`config.mk`:
```
export PLATFORM = sky130hd
export DESIGN_NAME = cond_unit_flat
export DESIGN_NICKNAME = d
export VERILOG_FILES = /design/src/rtl/cond_if.sv /design/src/rtl/cond_unit.sv /design/src/flat_wrapper.sv
export SDC_FILE = /design/constraint.sdc
export NUM_CORES = 1
export LEC_CHECK = 0
export BUFFER_PORTS_ARGS = -buffer_cell sky130_fd_sc_hd__clkbuf_2
export CORE_ASPECT_RATIO = 1.2
export CORE_MARGIN = 2
export CORE_UTILIZATION = 53
export DETAILED_ROUTE_END_ITERATION = 10
export HOLD_SLACK_MARGIN = 0.02
export PLACE_DENSITY = 0.9
export REMOVE_ABC_BUFFERS = 1
export SLEW_MARGIN = 20
export SYNTH_ARGS = -nofsm -noshare
export SYNTH_HDL_FRONTEND = slang
export SYNTH_SLANG_ARGS = --single-unit
```
`constraint.sdc`:
```
create_clock -name clk -period 6.2 [get_ports clk]
set_input_delay 0.62 -clock clk [delete_from_list [all_inputs] [get_ports clk]]
set_output_delay 0.62 -clock clk [all_outputs]
set_load 0.05 [all_outputs]
```
`src/rtl/cond_if.sv`:
```
// cond_if: execute-stage condition unit signal bundle (decoder/ALU side drives master)
interface cond_if #(parameter int CNT_W = 16);
    logic             InstrValid;
    logic             Stall;
    logic [3:0]       Cond;
    logic [3:0]       ALUFlags;
    logic [1:0]       FlagW;
    logic             PCS;
    logic             RegW;
    logic             MemW;
    logic             NoWrite;
    logic             CntClr;
    logic             SaveFlags;
    logic             RestoreFlags;
    logic             CondEx;
    logic             PCSrc;
    logic             RegWrite;
    logic             MemWrite;
    logic [3:0]       Flags;
    logic [3:0]       SavedFlags;
    logic [CNT_W-1:0] CondFailCnt;

    modport master (
        output InstrValid, Stall, Cond, ALUFlags, FlagW, PCS, RegW, MemW, NoWrite,
               CntClr, SaveFlags, RestoreFlags,
        input  CondEx, PCSrc, RegWrite, MemWrite, Flags, SavedFlags, CondFailCnt
    );

    modport slave (
        input  InstrValid, Stall, Cond, ALUFlags, FlagW, PCS, RegW, MemW, NoWrite,
               CntClr, SaveFlags, RestoreFlags,
        output CondEx, PCSrc, RegWrite, MemWrite, Flags, SavedFlags, CondFailCnt
    );
endinterface

```
`src/rtl/cond_unit.sv`:
```
// cond_unit: NZCV flag register, condition check, write gating, fail counter; COND_FLAG_SAVE_EN adds flag save/restore
module cond_unit #(
    parameter int CNT_W = 16
) (
    input logic   clk,
    input logic   reset,
    cond_if.slave bus
);
    logic             cond_ex;
    logic             upd;
    logic             fail;
    logic [3:0]       flags;
    logic [3:0]       nxt_flags;
    logic [CNT_W-1:0] cnt;
    logic             n, z, c, v;

    assign {n, z, c, v} = flags;

    // condition check against the registered flags only
    always_comb begin
        cond_ex = 1'b0;
        case (bus.Cond)
            4'h0: cond_ex = z;
            4'h1: cond_ex = ~z;
            4'h2: cond_ex = c;
            4'h3: cond_ex = ~c;
            4'h4: cond_ex = n;
            4'h5: cond_ex = ~n;
            4'h6: cond_ex = v;
            4'h7: cond_ex = ~v;
            4'h8: cond_ex = c & ~z;
            4'h9: cond_ex = ~c | z;
            4'hA: cond_ex = (n == v);
            4'hB: cond_ex = (n != v);
            4'hC: cond_ex = ~z & (n == v);
            4'hD: cond_ex = z | (n != v);
            4'hE: cond_ex = 1'b1;
            default: cond_ex = 1'b0;
        endcase
    end

    assign upd  = bus.InstrValid & ~bus.Stall & cond_ex;
    assign fail = bus.InstrValid & ~bus.Stall & ~cond_ex;

    assign bus.CondEx      = cond_ex;
    assign bus.PCSrc       = bus.PCS & cond_ex & bus.InstrValid;
    assign bus.RegWrite    = bus.RegW & ~bus.NoWrite & cond_ex & bus.InstrValid;
    assign bus.MemWrite    = bus.MemW & cond_ex & bus.InstrValid;
    assign bus.Flags       = flags;
    assign bus.CondFailCnt = cnt;

`ifdef COND_FLAG_SAVE_EN
    logic [3:0] saved;

    // shadow copy captures the pre-update flags
    always_ff @(posedge clk or posedge reset)
        if (reset) saved <= 4'b0;
        else if (~bus.Stall & bus.SaveFlags) saved <= flags;

    assign bus.SavedFlags = saved;
`else
    logic unused_save;

    assign unused_save    = bus.SaveFlags ^ bus.RestoreFlags;
    assign bus.SavedFlags = 4'b0;
`endif

    // per-half ALU flag write; restore wins over any ALU write
    always_comb begin
        nxt_flags[3:2] = (upd & bus.FlagW[1]) ? bus.ALUFlags[3:2] : flags[3:2];
        nxt_flags[1:0] = (upd & bus.FlagW[0]) ? bus.ALUFlags[1:0] : flags[1:0];
`ifdef COND_FLAG_SAVE_EN
        if (~bus.Stall & bus.RestoreFlags) nxt_flags = saved;
`endif
    end

    // architectural flag register
    always_ff @(posedge clk or posedge reset)
        if (reset) flags <= 4'b0;
        else flags <= nxt_flags;

    // saturating fail counter; clear wins and ignores stall
    always_ff @(posedge clk or posedge reset)
        if (reset) cnt <= '0;
        else if (bus.CntClr) cnt <= '0;
        else if (fail && cnt != {CNT_W{1'b1}}) cnt <= cnt + 1'b1;
endmodule
```
`src/flat_wrapper.sv`:
```
// flat-port wrapper written by rule: the top's interface ports become plain ports
module cond_unit_flat 
#(
    parameter int CNT_W = 16
)
  (clk, reset, bus_InstrValid, bus_Stall, bus_Cond, bus_ALUFlags, bus_FlagW, bus_PCS, bus_RegW, bus_MemW, bus_NoWrite, bus_CntClr, bus_SaveFlags, bus_RestoreFlags, bus_CondEx, bus_PCSrc, bus_RegWrite, bus_MemWrite, bus_Flags, bus_SavedFlags, bus_CondFailCnt);
  cond_if #(.CNT_W(CNT_W)) bus_i ();
  input logic clk;
  input logic reset;
  input wire logic [$bits(bus_i.InstrValid)-1:0] bus_InstrValid;
  input wire logic [$bits(bus_i.Stall)-1:0] bus_Stall;
  input wire logic [$bits(bus_i.Cond)-1:0] bus_Cond;
  input wire logic [$bits(bus_i.ALUFlags)-1:0] bus_ALUFlags;
  input wire logic [$bits(bus_i.FlagW)-1:0] bus_FlagW;
  input wire logic [$bits(bus_i.PCS)-1:0] bus_PCS;
  input wire logic [$bits(bus_i.RegW)-1:0] bus_RegW;
  input wire logic [$bits(bus_i.MemW)-1:0] bus_MemW;
  input wire logic [$bits(bus_i.NoWrite)-1:0] bus_NoWrite;
  input wire logic [$bits(bus_i.CntClr)-1:0] bus_CntClr;
  input wire logic [$bits(bus_i.SaveFlags)-1:0] bus_SaveFlags;
  input wire logic [$bits(bus_i.RestoreFlags)-1:0] bus_RestoreFlags;
  output wire logic [$bits(bus_i.CondEx)-1:0] bus_CondEx;
  output wire logic [$bits(bus_i.PCSrc)-1:0] bus_PCSrc;
  output wire logic [$bits(bus_i.RegWrite)-1:0] bus_RegWrite;
  output wire logic [$bits(bus_i.MemWrite)-1:0] bus_MemWrite;
  output wire logic [$bits(bus_i.Flags)-1:0] bus_Flags;
  output wire logic [$bits(bus_i.SavedFlags)-1:0] bus_SavedFlags;
  output wire logic [$bits(bus_i.CondFailCnt)-1:0] bus_CondFailCnt;
  assign bus_i.InstrValid = bus_InstrValid;
  assign bus_i.Stall = bus_Stall;
  assign bus_i.Cond = bus_Cond;
  assign bus_i.ALUFlags = bus_ALUFlags;
  assign bus_i.FlagW = bus_FlagW;
  assign bus_i.PCS = bus_PCS;
  assign bus_i.RegW = bus_RegW;
  assign bus_i.MemW = bus_MemW;
  assign bus_i.NoWrite = bus_NoWrite;
  assign bus_i.CntClr = bus_CntClr;
  assign bus_i.SaveFlags = bus_SaveFlags;
  assign bus_i.RestoreFlags = bus_RestoreFlags;
  assign bus_CondEx = bus_i.CondEx;
  assign bus_PCSrc = bus_i.PCSrc;
  assign bus_RegWrite = bus_i.RegWrite;
  assign bus_MemWrite = bus_i.MemWrite;
  assign bus_Flags = bus_i.Flags;
  assign bus_SavedFlags = bus_i.SavedFlags;
  assign bus_CondFailCnt = bus_i.CondFailCnt;
  cond_unit #(.CNT_W(CNT_W)) u_core (.clk(clk), .reset(reset), .bus(bus_i));
endmodule
```
# == Yosys cells after proc, flatten, opt, wreduce, memory -nomap -nowiden ==
# Index checks and enable logic that the tools add are counted.
# word_totals
register_bits,20
elab_cells,50
in_bits,21
output_inout_bits,28
# op_classes
reduce_logical,3
eq_ne,17
n_mux,3
add_sub_neg,1
bitwise_logic,23
# op_table
op,n
2-to-1 mux 16 bit,2
"== test 4 bit, second input constant",7
"adder 16 x 1 -> 16 bit, second input constant",1
"== test 4 x 3 -> 1 bit, second input constant",4
"!= test 16 bit, second input constant",1
one-hot mux 1 bit (15 select lines),1
bitwise AND 1 bit,14
"== test 4 x 2 -> 1 bit, second input constant",2
NOT 1 bit,7
"== test 4 x 1 -> 1 bit, second input constant",1
logical NOT 4 bit,1
OR 1 bit,2
nonzero test 2 bit,1
== test 1 bit,1
logical AND 1 bit,1
!= test 1 bit,1

# == Logic depth before layout (Yosys ltp) ==
# logic_depth
word_depth,8
depth_mapped,9

# == Worst setup path before layout ==
# OpenSTA, ideal clock, no wires.
# synth_path
path_kind,reg-to-output
startpoint,reg u_core.flags[3] (netlist: u_core.bus.Flags[3])
endpoint,out bus_RegWrite
t_arrival_ps,2613
slack_ps,2967
stages_incl_launch_ff,8
path_buffers,2
cell_sequence,dfrtp_1 > xor2_1 > o2bb2ai_1 > xnor2_1 > o311ai_2 > buf_2 > buf_2 > and4b_1
# synth_between
elab_chain_cells,5
word_cells_on_any_way,8
cone_classes,eq/ne: 2; mux: 1; bitwise: 5
# synth_rtl
element,line,rtl
from (decl),cond_unit.sv:12,logic [3:0] flags;
from (signal assigned),cond_unit.sv:80,else flags <= nxt_flags;
!= test 1 bit or == test 1 bit (tied branches),n/a,
OR 1 bit or bitwise AND 1 bit (tied branches),"cond_unit.sv:36, cond_unit.sv:35",
one-hot mux 1 bit (15 select lines) (*),cond_unit.sv:22,case (bus.Cond)
net bus_CondEx,flat_wrapper.sv:22,output wire logic [$bits(bus_i.CondEx)-1:0] bus_CondEx;
bitwise AND 1 bit (*) (2 in a row),cond_unit.sv:47,assign bus.RegWrite = bus.RegW & ~bus.NoWrite & cond_ex & bus.InstrValid;
to (decl),flat_wrapper.sv:24,output wire logic [$bits(bus_i.RegWrite)-1:0] bus_RegWrite;
# The timed path passes the listed nets; every way through them passes the cells marked *.

# == Final worst setup path ==
# layout_path
startpoint,reg u_core.flags[3] (netlist: u_core.bus.Flags[3])
endpoint,out bus_RegWrite
# layout_between
elab_chain_cells,5
word_cells_on_any_way,8
cone_classes,eq/ne: 2; mux: 1; bitwise: 5
# layout_rtl
element,line
!= test 1 bit or == test 1 bit (tied branches),n/a
OR 1 bit or bitwise AND 1 bit (tied branches),"cond_unit.sv:36, cond_unit.sv:35"
one-hot mux 1 bit (15 select lines) (*),cond_unit.sv:22
bitwise AND 1 bit (*) (2 in a row),cond_unit.sv:47
# Mark *: on every way between the ends. The rest lies on a longest branch, timed or not.

==> key figures <==
Synth
  • Cells after Synth: 144
  • Syn Area/Cell: 9.262 sq um
  • Top cells by area, synth: dfrtp_1 (38%), mux2_2 (6.8%), o31ai_1 (6.2%)
  • Synth top area share: 37.52%
  • Primary FF master, synth: dfrtp_1
  • Post-synth top cells: dfrtp_1 (20), a21oi_1 (12), o31ai_1 (11), or4_1 (11), and3_1 (9)
  • Post-synth EDFFs: 0
  • YS warnings: 0
  • Area leader, netlist: dfrtp_1
  • Cell area after synthesis: roughly 1300 sq um
  • Most common cell in the synthesized netlist: dfrtp_1
  • Post-synthesis sequential area ratio: 37.52%
  • Async SR Flop Fraction: 100.0%
  • Netlist cell types: 35
  • Synthesized flop and latch total: 20

Power and ir drop
  • Int Power: approximately 0.23 mW
  • Switching share of power: 47.02%
  • Max VDD drop: about 0.00024 V
  • Flop pwr share: 38.4%
  • Lkg Pwr: 0.7345 nW
  • Clock power frac: 14.2%
  • Cell Pwr Density: 277.0 nW/um^2
  • Sw power: 0.2014 mW
  • Comb pwr share: 47.4%

Placement
  • Placer's final routability congestion estimate: 0.7613
  • DP HPWL: 2290 um
  • Dpl cells: 206
  • Port bufs: 42
  • DP Area: between 1500 and 2000 sq um

CTS
  • CTS Buf Count: 3
  • CTS Hold Buffers Added: 0
  • CTS Buffer Depth: 2
  • Root buf cell: clkbuf_4
  • Post-CTS Setup Bufs: 0
  • Clock Sinks: 20
  • Cts repair resizes: 0
  • Worst-skew pair later-pin latency: 0.30 ns
  • CTS tree: built
  • H-tree Lvls: 1
  • CTS clk-pin slew, worst paths: 0.10 ns

Timing
  • Max-slew headroom: between 30% and 40%
  • Slew Limit Fails: 0
  • Period minus WS final: 3.368 ns
  • FMAX: roughly 300 MHz
  • Max Clock Skew: 0.001778 ns
  • Slew @ Worst Pin: 1.040 ns
  • Final Cycle Share: 54.32%
  • RSZ-0062 raised after global routing: false
  • Final hold violations: 0
  • # setup viols final: 0
  • Setup TNS Final: 0 ns

Worst setup path
  • Required @ worst endpoint: 5.58 ns
  • Worst path arrival time: 2.75 ns
  • Setup crit end kind: primary output
  • Crit path kind: reg -> out
  • Reg2reg path depth: 6
  • Flop2flop setup slack: roughly 3.6 ns
  • R2R Path End: u_core.bus.Flags[0]
  • Maximum fanout along the worst path: 32
  • Reg-to-Reg Start: u_core.bus.Flags[3]
  • Startpoint type of the worst setup path: flop

Global routing
  • Global Route Usage Sum: 22.28%
  • Global-route wire length before repair: 5106 um
  • Initial antenna violation count: 0
  • Vias in the first global route: 1,218
  • Total grt overflow: 0
  • Largest net degree at the start of global routing: 33

Final layout
  • Area grow syn2layout: 15.95%
  • Non-Filler Instances: 209
  • Antenna cells: 0
  • Final Cell Area: 1546 sq um
  • Final net count: 202
  • Layout cell share with drive strength beyond 1: 30.34%

Die
  • Row Count: 19
  • Num ports: between 40 and 50
  • Core Region: roughly 2300 sq um
  • Effective utilization at floorplan: 57.25%
  • Die extent in x: 49.80 um
  • Die area: 2936 sq um
  • DIE HEIGHT: 58.96 um

Routing
  • Detailed Routing Iterations Pass 1: 4
  • Post-DRT Antenna Nets: 0
  • Final wirelength: 2982 um
  • 1st-iter DRT viols: 39
  • Vias per inst: about 6
  • Via count: 1,231
  • Routed WL per cell: 14.27 um
  • # DRC: 0

Flow run
  • Max-cap violations: 0

Outcome
  • Status: finished clean

Min path
  • Hold Path Class: in -> async
==> placed cells by master (no fill, tap or decap), types with 4 or more instances in the layout <==
master / count
nor2b_1: 7
mux2_2: 8
xnor2_1: 4
o31ai_1: 11
and3_1: 9
clkbuf_2: 42
or4_1: 11
a21oi_1: 12
nor2_1: 7
nand3_1: 7
nand2b_1: 4
inv_1: 4
conb_1: 4
dfrtp_1: 20
==> sequential cells by signal, indices dropped and copies added (netlist names) <==
| signal | count |
|---|---|
| u_core.bus.CondFailCnt | 16 |
| u_core.bus.Flags | 4 |
==> critical path: stages, from the launching register on <==
cell and delay [ns]:
dfrtp_1 0.45, xor2_1 0.20, o2bb2ai_1 0.20, xnor2_1 0.14
o311ai_4 0.86, and4b_1 0.31, clkbuf_2 0.28
==> routing by layer <==
layer	track usage (%)	share of wire, %
met1	27.23	40
met2	39.62	53
met3	2.030	4.7
met4	10.71	1.9
met5	0	0
==> through the flow <==
stage               power (mW)  hold WS, ns  utilization, %  setup slack (ns)
finish                  0.4284       0.4056           66.38             2.832
global route            0.4483       0.4954           66.38             2.621
CTS                     0.4295       0.4321           66.38             2.826
detailed placement      0.3723       0.5687           65.41             2.901
global placement        0.3626       0.5472           65.41             3.028
floorplan               0.3145       0.5838               -             2.201
==> power groups by stage <==
stage | clock, mW | sequential (mW) | combinational, mW
after global routing | 0.0644 | 0.167 | 0.217
final | 0.0608 | 0.164 | 0.203
after floorplan | 0 | 0.214 | 0.101
after global placement | 0 | 0.165 | 0.197
after CTS | 0.0595 | 0.165 | 0.205
after detailed placement | 0 | 0.168 | 0.205
==> cell families after synthesis <==
group           Yosys count  share of synthesized area (%)
buf+inv                  18                          7.129
xor+xnor                  5                          3.283
flops                    20                          37.52
compound gates           29                          15.01
other cells               1                         0.2812
fa+ha+maj                 1                         0.9379
mux                      10                          8.255
simple gates             60                          27.58
==> worst max-delay path by stage <==
stage | end | cells after the start | slack [ns] | start
floorplan | bus_RegWrite | 5 | 2.20 | u_core.bus.Flags[3]
global placement | bus_RegWrite | 7 | 3.03 | bus_Cond[2]
detailed placement | bus_RegWrite | 7 | 2.90 | bus_Cond[2]
CTS | bus_RegWrite | 6 | 2.83 | u_core.bus.Flags[3]
global route | bus_RegWrite | 6 | 2.62 | u_core.bus.Flags[3]
finish | bus_RegWrite | 6 | 2.83 | u_core.bus.Flags[3]
==> area by class of cell <==
class                      instances  area, sq um
sequential                        20        500.5
clock buffer                       3        22.52
multi-input combinational        109        759.5
inverter                           4        15.01
timing repair buffer              42        210.2
fill                             218        783.3
tap                               31        38.79
No activity file was read; power rests on OpenSTA's default activity.
